$ cat config.mk
export PLATFORM = sky130hd
export DESIGN_NAME = fifo_uart_tx
export DESIGN_NICKNAME = d
export VERILOG_FILES = /design/src/rtl/fifo_uart_tx.sv
export SDC_FILE = /design/constraint.sdc
export NUM_CORES = 1
export LEC_CHECK = 0
export CORE_ASPECT_RATIO = 1.2
export CORE_MARGIN = 2
export CORE_UTILIZATION = 53
export CTS_CLUSTER_SIZE = 30
export DETAILED_ROUTE_END_ITERATION = 8
export PLACE_DENSITY = 0.86
export SLEW_MARGIN = 40
export SYNTH_ARGS = -nofsm -noshare
export SYNTH_HDL_FRONTEND = slang
export SYNTH_SLANG_ARGS = --single-unit
$ cat constraint.sdc
create_clock -name clock -period 2.2 [get_ports clock]
set_clock_uncertainty 0.1 [all_clocks]
set_input_delay 0.22 -clock clock [delete_from_list [all_inputs] [get_ports clock]]
set_output_delay 0.22 -clock clock [all_outputs]
set_load 0.03 [all_outputs]
$ cat src/rtl/fifo_uart_tx.sv
// rtl/fifo_uart_tx.sv - pops bytes from a synchronous FIFO and sends them as asynchronous serial frames
// Define FIFO_UART_TX_PARITY_EN to insert an even-parity bit between the data and stop bits.
module fifo_uart_tx #(
  parameter int CLKS_PER_BIT = 16,
  parameter int DATA_W       = 8
) (
  input  logic              clock,
  input  logic              rst,
  input  logic              fifo_empty,
  input  logic [DATA_W-1:0] fifo_dout,
  output logic              fifo_rd,
  output logic              tx,
  output logic              busy,
  output logic              tx_done
);

  localparam int CNT_W = $clog2(CLKS_PER_BIT);
  localparam int BIT_W = (DATA_W > 1) ? $clog2(DATA_W) : 1;
  localparam logic [CNT_W-1:0] CNT_LAST = CNT_W'(CLKS_PER_BIT - 1);
  localparam logic [CNT_W-1:0] CNT_DONE = CNT_W'(CLKS_PER_BIT - 2);
  localparam logic [BIT_W-1:0] BIT_LAST = BIT_W'(DATA_W - 1);

  typedef enum logic [2:0] {
    S_IDLE,
    S_FETCH,
    S_START,
    S_DATA,
`ifdef FIFO_UART_TX_PARITY_EN
    S_PARITY,
`endif
    S_STOP
  } state_t;

  state_t            state, state_n;
  logic [CNT_W-1:0]  baud_cnt, baud_cnt_n;
  logic [BIT_W-1:0]  bit_cnt, bit_cnt_n;
  logic [DATA_W-1:0] shift_reg, shift_reg_n;
  logic              tx_n, fifo_rd_n, busy_n, tx_done_n;
  logic              bit_end;
`ifdef FIFO_UART_TX_PARITY_EN
  logic              parity_bit, parity_bit_n;
`endif

  assign bit_end = (baud_cnt == CNT_LAST);

  always_ff @(posedge clock) begin
    if (rst) begin
      state      <= S_IDLE;
      baud_cnt   <= '0;
      bit_cnt    <= '0;
      shift_reg  <= '0;
      tx         <= 1'b1;
      fifo_rd    <= 1'b0;
      busy       <= 1'b0;
      tx_done    <= 1'b0;
`ifdef FIFO_UART_TX_PARITY_EN
      parity_bit <= 1'b0;
`endif
    end else begin
      state      <= state_n;
      baud_cnt   <= baud_cnt_n;
      bit_cnt    <= bit_cnt_n;
      shift_reg  <= shift_reg_n;
      tx         <= tx_n;
      fifo_rd    <= fifo_rd_n;
      busy       <= busy_n;
      tx_done    <= tx_done_n;
`ifdef FIFO_UART_TX_PARITY_EN
      parity_bit <= parity_bit_n;
`endif
    end
  end

  always_comb begin
    state_n      = state;
    baud_cnt_n   = baud_cnt;
    bit_cnt_n    = bit_cnt;
    shift_reg_n  = shift_reg;
    tx_n         = tx;
    fifo_rd_n    = 1'b0;
    busy_n       = busy;
    tx_done_n    = 1'b0;
`ifdef FIFO_UART_TX_PARITY_EN
    parity_bit_n = parity_bit;
`endif
    case (state)
      S_IDLE: begin
        tx_n       = 1'b1;
        busy_n     = 1'b0;
        baud_cnt_n = '0;
        bit_cnt_n  = '0;
        if (!fifo_empty) begin
          fifo_rd_n = 1'b1;
          busy_n    = 1'b1;
          state_n   = S_FETCH;
        end
      end
      S_FETCH: begin
        baud_cnt_n = '0;
        tx_n       = 1'b0;
        state_n    = S_START;
      end
      S_START: begin
        baud_cnt_n = baud_cnt + 1'b1;
        // The registered FIFO output lands one cycle after the read strobe is sampled.
        if (baud_cnt == '0) begin
          shift_reg_n  = fifo_dout;
`ifdef FIFO_UART_TX_PARITY_EN
          parity_bit_n = ^fifo_dout;
`endif
        end
        if (bit_end) begin
          baud_cnt_n = '0;
          bit_cnt_n  = '0;
          tx_n       = shift_reg[0];
          state_n    = S_DATA;
        end
      end
      S_DATA: begin
        baud_cnt_n = baud_cnt + 1'b1;
        if (bit_end) begin
          baud_cnt_n  = '0;
          shift_reg_n = shift_reg >> 1;
          bit_cnt_n   = bit_cnt + 1'b1;
          if (bit_cnt == BIT_LAST) begin
            bit_cnt_n = '0;
`ifdef FIFO_UART_TX_PARITY_EN
            tx_n      = parity_bit;
            state_n   = S_PARITY;
`else
            tx_n      = 1'b1;
            state_n   = S_STOP;
`endif
          end else begin
            tx_n = shift_reg[1];
          end
        end
      end
`ifdef FIFO_UART_TX_PARITY_EN
      S_PARITY: begin
        baud_cnt_n = baud_cnt + 1'b1;
        if (bit_end) begin
          baud_cnt_n = '0;
          tx_n       = 1'b1;
          state_n    = S_STOP;
        end
      end
`endif
      S_STOP: begin
        baud_cnt_n = baud_cnt + 1'b1;
        // Registered pulse: raise it one cycle early so it coincides with the last stop cycle.
        if (baud_cnt == CNT_DONE) tx_done_n = 1'b1;
        if (bit_end) begin
          baud_cnt_n = '0;
          busy_n     = 1'b0;
          tx_n       = 1'b1;
          state_n    = S_IDLE;
        end
      end
      default: begin
        state_n = S_IDLE;
        tx_n    = 1'b1;
        busy_n  = 1'b0;
      end
    endcase
  end

endmodule

==> impl_metrics.tcl, run 1 <==
set metrics [dict create \
    outcome "finished, final reports clean" \
    detailedRoute.firstIterationViolations 11 \
    pin_count 15 \
    synth.largest_area_cell "sky130_fd_sc_hd__dfxtp_1" \
    gp_congestion 0.845 \
    drtAntennaViolNets 0 \
    hold_viol 0 \
    number_of_enable_type_register_cells_in_the_synthesized_netlist 0 \
    grt_setup_unrepaired "no" \
    grt_max_degree 23 \
    synthArstFlopShare_pct 0 \
    leakage_nw 0.537 \
    post-route-period-util_pct 88.7 \
    yosysWarnings 0 \
    worst_slack_ns 0.249 \
    setup.worst_path.end_class "flop" \
    hold_path.class "in2reg" \
    horizontal_die_dimension_um 46.6 \
    critPathMaxFanout 15 \
    detailed_place_hpwl_mm 1.75 \
    maxCapViolations 0 \
    proportion_of_layout_cells_with_a_drive_suffix_above_1_pct 13.1 \
    buffer_ports.inserted 14 \
    viasPerCell 5.62 \
    syn_area_per_cell_sq_um 8.81 \
    diodes 0 \
    clock-root-buffer "sky130_fd_sc_hd__clkbuf_4" \
    postSynthNetCount 147 \
    critical_path_required_ns 2.31 \
    fin_crit_ns 1.95 \
    timing_max_transition_violations_final 0 \
    fin_setup_tns_ns 0 \
    groute.usage.overall_pct 21.4 \
    critPathArrivalTime_ns 2.06 \
    critical_path.startpoint_type "flop" \
    vdd_drop_max_mv 0.436 \
    ys.flop_type "sky130_fd_sc_hd__dfxtp_1" \
    pwr_density_cell_nw_per_um2 667 \
    number_of_global_route_vias_before_repair 956 \
    dieArea_sq_um 2570 \
    clock_tree.htree_level_count 1 \
    worst-slew-pin-transition_ns 0.456 \
    grt_pass1_wl_mm 3.91 \
    coreArea_sq_um 2050 \
    synthesized_area_sq_um 1150 \
    vias 984 \
    synthDistinctLibCells 35 \
    initial_utilization_pct 56.3 \
    fmax_ghz 0.513 \
    synth_top_cells_by_area "sky130_fd_sc_hd__dfxtp_1 38%, sky130_fd_sc_hd__mux2i_1 7.8%, sky130_fd_sc_hd__nor2_1 7.2%" \
    largest_register_ffs 8 \
    postCtsSetupBuffers 0 \
    wl_per_cell_um 13.5 \
    cts_inserted_buffers 3 \
    antenna_found_initial 0 \
    total_power_mw 0.905 \
    nNetsFinal 162 \
    synth_common_cells "22 x sky130_fd_sc_hd__dfxtp_1, 22 x sky130_fd_sc_hd__nor2_1, 9 x sky130_fd_sc_hd__mux2i_1" \
    ctsResizeCount 0 \
    finish.utilization_pct 66.2 \
    ys_seq_area_share_pct 38.2 \
    report.final.setup_viol 0 \
    ys_ff_latch 22 \
    netlist_instances 131 \
    drt_pass1_iterations 4 \
    cts.sink_count 22 \
    critPathKind "reg2reg" \
    cts.clk_slew.worst_paths_ns 0.12 \
    die_height_um 55.1 \
    clock_latency_late_sink_ns 0.30 \
    flow.area_growth_from_synthesis_pct 17.6 \
    slew_hr_pct 69.6 \
    grt_overflow_total 0 \
    floorplan.rows 18 \
    cts.path.max_buffers 2 \
    tritoncts "yes" \
    drt_drc 0 \
    post_placement_worst_setup_slack_ns 0.275 \
    ctsHoldBuffers 0 \
    finalWirelength_mm 2.36 \
    synthDominantCellAreaShare_pct 38.2 \
]
[layout make-up]
| type | count | area, sq um |
|---|---|---|
| clock buffer | 4 | 36.3 |
| timing repair buffer | 18 | 170 |
| multi-input combinational | 95 | 649 |
| inverter | 6 | 22.5 |
| fill | 169 | 693 |
| sequential | 22 | 440 |
| tap | 30 | 37.5 |
[layer usage]
layer	up-vias	part of all wire [%]	wire, um	GRT usage, %
li1	499	-	-	-
met1	465	43	1000	24.1
met2	18	54	1260	40.5
met3	2	3.0	70	1.95
met4	0	0.76	18	8.57
met5	-	0	0	0
[per-stage QoR]
stage | hold slack, ns | cells | area (sq um)
global route | 0.417 | 175 | 1360
detailed placement | 0.399 | 171 | 1320
floorplan | 0.198 | 131 | 1150
global placement | 0.378 | 171 | 1320
CTS | 0.410 | 175 | 1360
finish | 0.412 | 175 | 1360
[logic make-up after synthesis]
kind of cell	count (synthesis)	synth area share (%)
muxes	11	9.76
adders and majority gates	5	5.42
and+or+nand+nor	52	22.9
AOI/OAI and AO/OA	27	18.2
buffers and inverters	14	5.53
DFF	22	38.2
[placed cells by master (no fill, tap or decap), types with 2 or more instances in the layout]
cell / count
sky130_fd_sc_hd__nor3b_1: 2
sky130_fd_sc_hd__nand4_1: 2
sky130_fd_sc_hd__ha_1: 5
sky130_fd_sc_hd__a21oi_1: 8
sky130_fd_sc_hd__a211oi_2: 3
sky130_fd_sc_hd__nand2_1: 4
sky130_fd_sc_hd__nand3_1: 4
sky130_fd_sc_hd__inv_1: 6
sky130_fd_sc_hd__mux2i_1: 9
sky130_fd_sc_hd__nor2b_1: 2
sky130_fd_sc_hd__nor3_1: 6
sky130_fd_sc_hd__clkbuf_4: 3
sky130_fd_sc_hd__a211oi_1: 5
sky130_fd_sc_hd__o21ai_0: 3
sky130_fd_sc_hd__clkdlybuf4s50_1: 14
sky130_fd_sc_hd__buf_4: 4
sky130_fd_sc_hd__mux2_2: 2
sky130_fd_sc_hd__nor4_1: 3
sky130_fd_sc_hd__dfxtp_1: 22
sky130_fd_sc_hd__nor2_1: 22
[critical path, stage by stage (launching register included)]
cell	delay, ns
sky130_fd_sc_hd__dfxtp_1	0.36
sky130_fd_sc_hd__inv_1	0.10
sky130_fd_sc_hd__ha_1	0.14
sky130_fd_sc_hd__or4b_4	0.48
sky130_fd_sc_hd__o22ai_4	0.39
sky130_fd_sc_hd__nor2_1	0.09
sky130_fd_sc_hd__o21ba_2	0.21
[power breakdown]
group          internal [mW]  total [mW]  switching (mW)
Clock                  0.101       0.221           0.120
Sequential             0.431       0.460          0.0291
Combinational          0.106       0.223           0.117
[path summary, 6_finish.rpt]
kind | slack [ns] | cells after the start | endpoint | startpoint
max | 0.25 | 6 | shift_reg[7] | baud_cnt[0]
min | 0.41 | 2 | fifo_rd | fifo_empty
max reg2reg | 0.25 | 6 | shift_reg[7] | baud_cnt[0]
min reg2reg | 0.41 | 2 | shift_reg[3] | shift_reg[3]
Note: power is estimated with default switching activity, not from simulation.
==> inputs of run 2 (changes only) <==
--- a/config.mk
+++ b/config.mk
@@ -7,10 +7,10 @@
 export LEC_CHECK = 0
 export CORE_ASPECT_RATIO = 1.2
 export CORE_MARGIN = 2
-export CORE_UTILIZATION = 53
+export CORE_UTILIZATION = 55
 export CTS_CLUSTER_SIZE = 30
 export DETAILED_ROUTE_END_ITERATION = 8
-export PLACE_DENSITY = 0.86
+export PLACE_DENSITY = 0.89
 export SLEW_MARGIN = 40
 export SYNTH_ARGS = -nofsm -noshare
 export SYNTH_HDL_FRONTEND = slang
==> constraint.sdc (replaced) <==
create_clock -name clock -period 2.4 [get_ports clock]
set_clock_uncertainty 0.1 [all_clocks]
set_input_delay 0.24 -clock clock [delete_from_list [all_inputs] [get_ports clock]]
set_output_delay 0.24 -clock clock [all_outputs]
set_load 0.03 [all_outputs]
==> run 2 against run 1 <==
  * Sequential power down 8.9%
  * Core utilization down 1.3 points
  * Cell count down 7.4%
  * Worst setup slack better by 0.18 ns
  * Count of clock-buffer cells in the layout down 1
  * Via count up 0.51%
  * Clock power down 25%
  * Critical endpoint is now baud_cnt[3]
==> impl_metrics.tcl, run 2 (same netlist as run 1, synthesis figures left out) <==
set metrics [dict create \
    worstPathCellList "or3b_2, a21boi_2, o21ai_0, a21oi_1" \
    setup.worst_path.end_class "flop" \
    fin_setup_tns_ns 0 \
    postCtsSetupBuffers 0 \
    dieArea_sq_um 2480 \
    worst_hold_slack_ns 0.410 \
    critPathArrivalTime_ns 2.10 \
    ctsHoldBuffers 0 \
    nNetsFinal 160 \
    cts.clk_slew.worst_paths_ns 0.12 \
    critical_path.startpoint_type "flop" \
    viasPerCell 6.10 \
    flow.area_growth_from_synthesis_pct 14.0 \
    grt_overflow_total 0 \
    fin_cells 162 \
    diodes 0 \
    floorplan.rows 18 \
    drtAntennaViolNets 0 \
    gp_congestion 0.792 \
    tritoncts "yes" \
    worst-slew-pin-transition_ns 0.862 \
    fmax_ghz 0.507 \
    clock-root-buffer "sky130_fd_sc_hd__clkbuf_4" \
    critical-path-slowest-cell "sky130_fd_sc_hd__dfxtp_1" \
    slowest_delay_ns 0.70 \
    critPathKind "reg2reg" \
    critical_path_required_ns 2.53 \
    largest_register_ffs 8 \
    post_placement_worst_setup_slack_ns 0.475 \
    grt_util_met1_pct 25.2 \
    outcome "finished, final reports clean" \
    total_power_mw 0.789 \
    grt_pass1_wl_mm 3.67 \
    coreArea_sq_um 2030 \
    post-route-period-util_pct 82.2 \
    groute.layer.met3.usage_pct 2.01 \
    buffer_ports.inserted 14 \
    report.final.setup_viol 0 \
    slew_hr_pct 42.4 \
    stdcell_area_sq_um 1320 \
    grt-busiest-layer "met2" \
    cts.path.max_buffers 2 \
    critPathMaxFanout 17 \
    nFillCells 170 \
    horizontal_die_dimension_um 45.8 \
    detailedRoute.firstIterationViolations 14 \
    detailed_place.area_sq_um 1290 \
    ctsResizeCount 0 \
    timing_max_transition_violations_final 0 \
    grt_setup_unrepaired "no" \
    cts.sink_count 22 \
    proportion_of_layout_cells_with_a_drive_suffix_above_1_pct 11.3 \
    fin_crit_ns 1.97 \
    antenna_found_initial 0 \
    place.detailed.instances 159 \
    initial_utilization_pct 56.9 \
    number_of_global_route_vias_before_repair 873 \
    hold_viol 0 \
    hold_path.class "reg2reg" \
    finalWirelength_mm 2.29 \
    wl_per_cell_um 14.1 \
    vias 989 \
    grtUsageMet2_pct 34.5 \
    grt_max_degree 23 \
    pwr_density_cell_nw_per_um2 600 \
    vdd_drop_max_mv 0.333 \
    clock_latency_late_sink_ns 0.31 \
    drt_drc 0 \
    finish.utilization_pct 64.9 \
    leakage_nw 0.520 \
    maxCapViolations 0 \
    worst_slack_ns 0.428 \
    clock_tree.htree_level_count 1 \
    detailed_place_hpwl_mm 1.65 \
    drt_pass1_iterations 4 \
    die_height_um 54.2 \
    most-common-layout-cells "22 x sky130_fd_sc_hd__nor2_1, 22 x sky130_fd_sc_hd__dfxtp_1, 14 x sky130_fd_sc_hd__clkdlybuf4s50_1" \
    cts_inserted_buffers 3 \
    groute.usage.overall_pct 20.3 \
    pin_count 15 \
]
==> run 2: area by class of cell <==
class	count	area, sq um	share of cell area, %
timing repair buffer	16	155	11.8
clock buffer	3	22.5	1.71
inverter	6	22.5	1.71
sequential	22	440	33.5
tap	20	25.0	1.90
multi-input combinational	95	649	49.4
==> run 2: worst max-delay path, delay by kind of cell (launching register included) <==
kind	cells	cell delay (ns)
AND/OR/NAND/NOR	1	0.53
AO/OA/AOI/OAI	3	0.55
flip-flops	1	0.70
==> run 2: per-layer routing <==
metal | vias to the layer above | wire [um]
met3 | 5 | 107
met4 | 0 | 39
met1 | 461 | 940
met2 | 32 | 1200
met5 | - | 0
li1 | 491 | -
==> run 2: worst paths after layout <==
| check | to | slack, ns | from | depth (start not counted) |
|---|---|---|---|---|
| hold / removal | shift_reg[3] | 0.41 | shift_reg[3] | 2 |
| setup / recovery | baud_cnt[3] | 0.43 | state[2] | 4 |
| hold reg to reg | shift_reg[3] | 0.41 | shift_reg[3] | 2 |
| setup reg to reg | baud_cnt[3] | 0.43 | state[2] | 4 |
==> run 2: where the power goes <==
part           internal, mW  switching (mW)
combinational        0.0967           0.108
sequential            0.395          0.0235
clock                0.0587           0.107
==> inputs of run 3 (changes only) <==
--- a/config.mk
+++ b/config.mk
@@ -7,10 +7,10 @@
 export LEC_CHECK = 0
 export CORE_ASPECT_RATIO = 1.2
 export CORE_MARGIN = 2
-export CORE_UTILIZATION = 55
+export CORE_UTILIZATION = 48
 export CTS_CLUSTER_SIZE = 30
 export DETAILED_ROUTE_END_ITERATION = 8
-export PLACE_DENSITY = 0.89
+export PLACE_DENSITY = 0.83
 export SLEW_MARGIN = 40
 export SYNTH_ARGS = -nofsm -noshare
 export SYNTH_HDL_FRONTEND = slang
==> constraint.sdc (replaced) <==
create_clock -name clock -period 1.7 [get_ports clock]
set_clock_uncertainty 0.1 [all_clocks]
set_input_delay 0.17 -clock clock [delete_from_list [all_inputs] [get_ports clock]]
set_output_delay 0.17 -clock clock [all_outputs]
set_load 0.03 [all_outputs]
==> run 3 against run 2 <==
  * The run now ends with setup timing left
  * Global-route usage rose by 3.0 points
  * Clock power up 57%
  * Critical path depth rose by 4
  * Count of clock-buffer cells in the layout is the same
  * Power grew 60%
  * Core utilization rose by 2.9 points
  * Fmax is 4.7% higher
  * Hold slack worse by 0.062 ns
  * First-iteration DRC count up 71%
  * Die area up 13%
  * Non-clock buffer count rose by 19
  * Combinational power grew 99%
  * Critical path type unchanged
==> impl_metrics.tcl, run 3 (same netlist as run 1, synthesis figures left out) <==
set metrics [dict create \
    critical_path.startpoint_type "flop" \
    failed_checks "setup timing" \
    hold_path.startpoint "fifo_empty" \
    viasPerCell 5.66 \
    grt_setup_unrepaired "yes" \
    clkPwrFrac_pct 20.6 \
    drt_pass1_iterations 4 \
    p_seq_share_pct 47.2 \
    number_of_global_route_vias_before_repair 1095 \
    hold_path_depth 2 \
    grt_overflow_total 0 \
    cts.clk_slew.worst_paths_ns 0.13 \
    flow.area_growth_from_synthesis_pct 34.1 \
    critPathArrivalTime_ns 2.02 \
    report.final.setup_viol 9 \
    total_power_mw 1.26 \
    cts.path.max_buffers 2 \
    floorplan.rows 19 \
    ctsHoldBuffers 0 \
    whs_endpoint "fifo_rd" \
    slew_hr_pct 75.4 \
    vias 1086 \
    cts_inserted_buffers 3 \
    critPathKind "reg2reg" \
    gp_congestion 0.801 \
    grt_max_degree 23 \
    initial_utilization_pct 50.5 \
    horizontal_die_dimension_um 48.8 \
    clock_latency_late_sink_ns 0.33 \
    drtAntennaViolNets 0 \
    internal-power_mw 0.851 \
    post_placement_worst_setup_slack_ns -0.118 \
    detailed_place_hpwl_mm 1.84 \
    register_to_register_setup_slack_ns -0.18 \
    clock-root-buffer "sky130_fd_sc_hd__clkbuf_4" \
    maxCapViolations 0 \
    switching_share_pct 32.6 \
    setup.worst_path.end_class "flop" \
    critical_path.reg2reg.endpoint "shift_reg[3]" \
    pwr_density_cell_nw_per_um2 817 \
    timing_max_transition_violations_final 0 \
    proportion_of_layout_cells_with_a_drive_suffix_above_1_pct 29.8 \
    worst_reg_to_reg_path_cell_count 8 \
    groute.usage.overall_pct 23.3 \
    tritoncts "yes" \
    worst_slack_ns -0.183 \
    leading_cell_type_in_the_layout_fill_and_taps_excluded "sky130_fd_sc_hd__dfxtp_1" \
    cts.sink_count 22 \
    nNetsFinal 179 \
    drt_drc 0 \
    critical_path.reg2reg.startpoint "baud_cnt[1]" \
    grt_pass1_wl_mm 4.86 \
    coreArea_sq_um 2280 \
    wl_per_cell_um 15.4 \
    fin_setup_tns_ns -1.03 \
    buffer_ports.inserted 14 \
    worst-slew-pin-transition_ns 0.368 \
    dieArea_sq_um 2810 \
    fin_cells 192 \
    share_comb_of_total_power_pct 32.2 \
    hold_viol 0 \
    critPathMaxFanout 7 \
    clock_tree.htree_level_count 1 \
    vdd_drop_max_mv 0.521 \
    critical_path_required_ns 1.84 \
    hold_path.class "in2reg" \
    die_height_um 57.7 \
    post-route-period-util_pct 111 \
    most-common-layout-cells "20 x sky130_fd_sc_hd__dfxtp_1, 18 x sky130_fd_sc_hd__buf_4, 16 x sky130_fd_sc_hd__nor2_1" \
    finalWirelength_mm 2.95 \
    worst_hold_slack_ns 0.348 \
    fin_crit_ns 1.88 \
    pin_count 15 \
    outcome "finished with violations" \
    power.net_switching_mw 0.411 \
    diodes 0 \
    antenna_found_initial 0 \
    leakage_nw 0.634 \
    place.detailed.instances 182 \
    largest_register_ffs 8 \
    nFillCells 183 \
    detailedRoute.firstIterationViolations 24 \
    fmax_ghz 0.531 \
]
## run 3: how the worst max path moves through the flow
stage	to	cells after the start	slack, ns	start
6_report	shift_reg[3]	8	-0.18	baud_cnt[1]
5_1_grt	shift_reg[3]	8	-0.24	baud_cnt[0]
4_1_cts	shift_reg[6]	8	-0.09	baud_cnt[1]
3_5_place_dp	shift_reg[3]	7	-0.12	baud_cnt[0]
3_3_place_gp	shift_reg[1]	7	-0.07	baud_cnt[0]
2_1_floorplan	shift_reg[5]	7	-0.04	baud_cnt[0]
## run 3: critical path, stage by stage (launching register included)
cell and delay (ns):
sky130_fd_sc_hd__dfxtp_2 0.35, sky130_fd_sc_hd__inv_2 0.06, sky130_fd_sc_hd__ha_4 0.12, sky130_fd_sc_hd__or4b_4 0.48
sky130_fd_sc_hd__o22ai_4 0.19, sky130_fd_sc_hd__buf_6 0.14, sky130_fd_sc_hd__buf_12 0.11, sky130_fd_sc_hd__nor2_2 0.04
sky130_fd_sc_hd__a211oi_2 0.21
## run 3: final cells by class
class | instances | area (sq um) | share of cell area, %
clock buffer | 3 | 22.5 | 1.46
inverter | 6 | 22.5 | 1.46
multi-input combinational | 95 | 702 | 45.4
sequential | 22 | 443 | 28.6
tap | 31 | 38.8 | 2.51
timing repair buffer | 35 | 318 | 20.6
## run 3: what timing repair did
item | 4_1_cts | 5_1_grt
resized for setup | 8 | 2
endpoints found under the setup margin | 9 | 11
buffers inserted | 6 | 2
cloned | 1 | 0
pin swaps | 5 | 3
## run 3: power by group through the flow
| stage | combinational (mW) | clock, mW | sequential, mW |
|---|---|---|---|
| 6_report | 0.407 | 0.260 | 0.596 |
| 5_1_grt | 0.437 | 0.276 | 0.602 |
| 4_1_cts | 0.405 | 0.248 | 0.594 |
| 3_5_place_dp | 0.346 | 0 | 0.604 |
| 3_3_place_gp | 0.332 | 0 | 0.602 |
| 2_1_floorplan | 0.217 | 0 | 0.615 |
## run 3: per-layer routing
layer | vias up | GRT usage, % | wire, um
li1 | 525 | - | -
met1 | 529 | 22.1 | 1160
met2 | 21 | 43.6 | 1570
met3 | 11 | 4.64 | 74
met4 | 0 | 18.4 | 146
met5 | - | 0 | 0
## run 3: metrics by stage
stage	area, sq um	util (%)
after floorplan	1180	-
after global placement	1440	62.9
after detailed placement	1440	62.9
after CTS	1560	68.5
after global routing	1550	67.8
final	1550	67.8
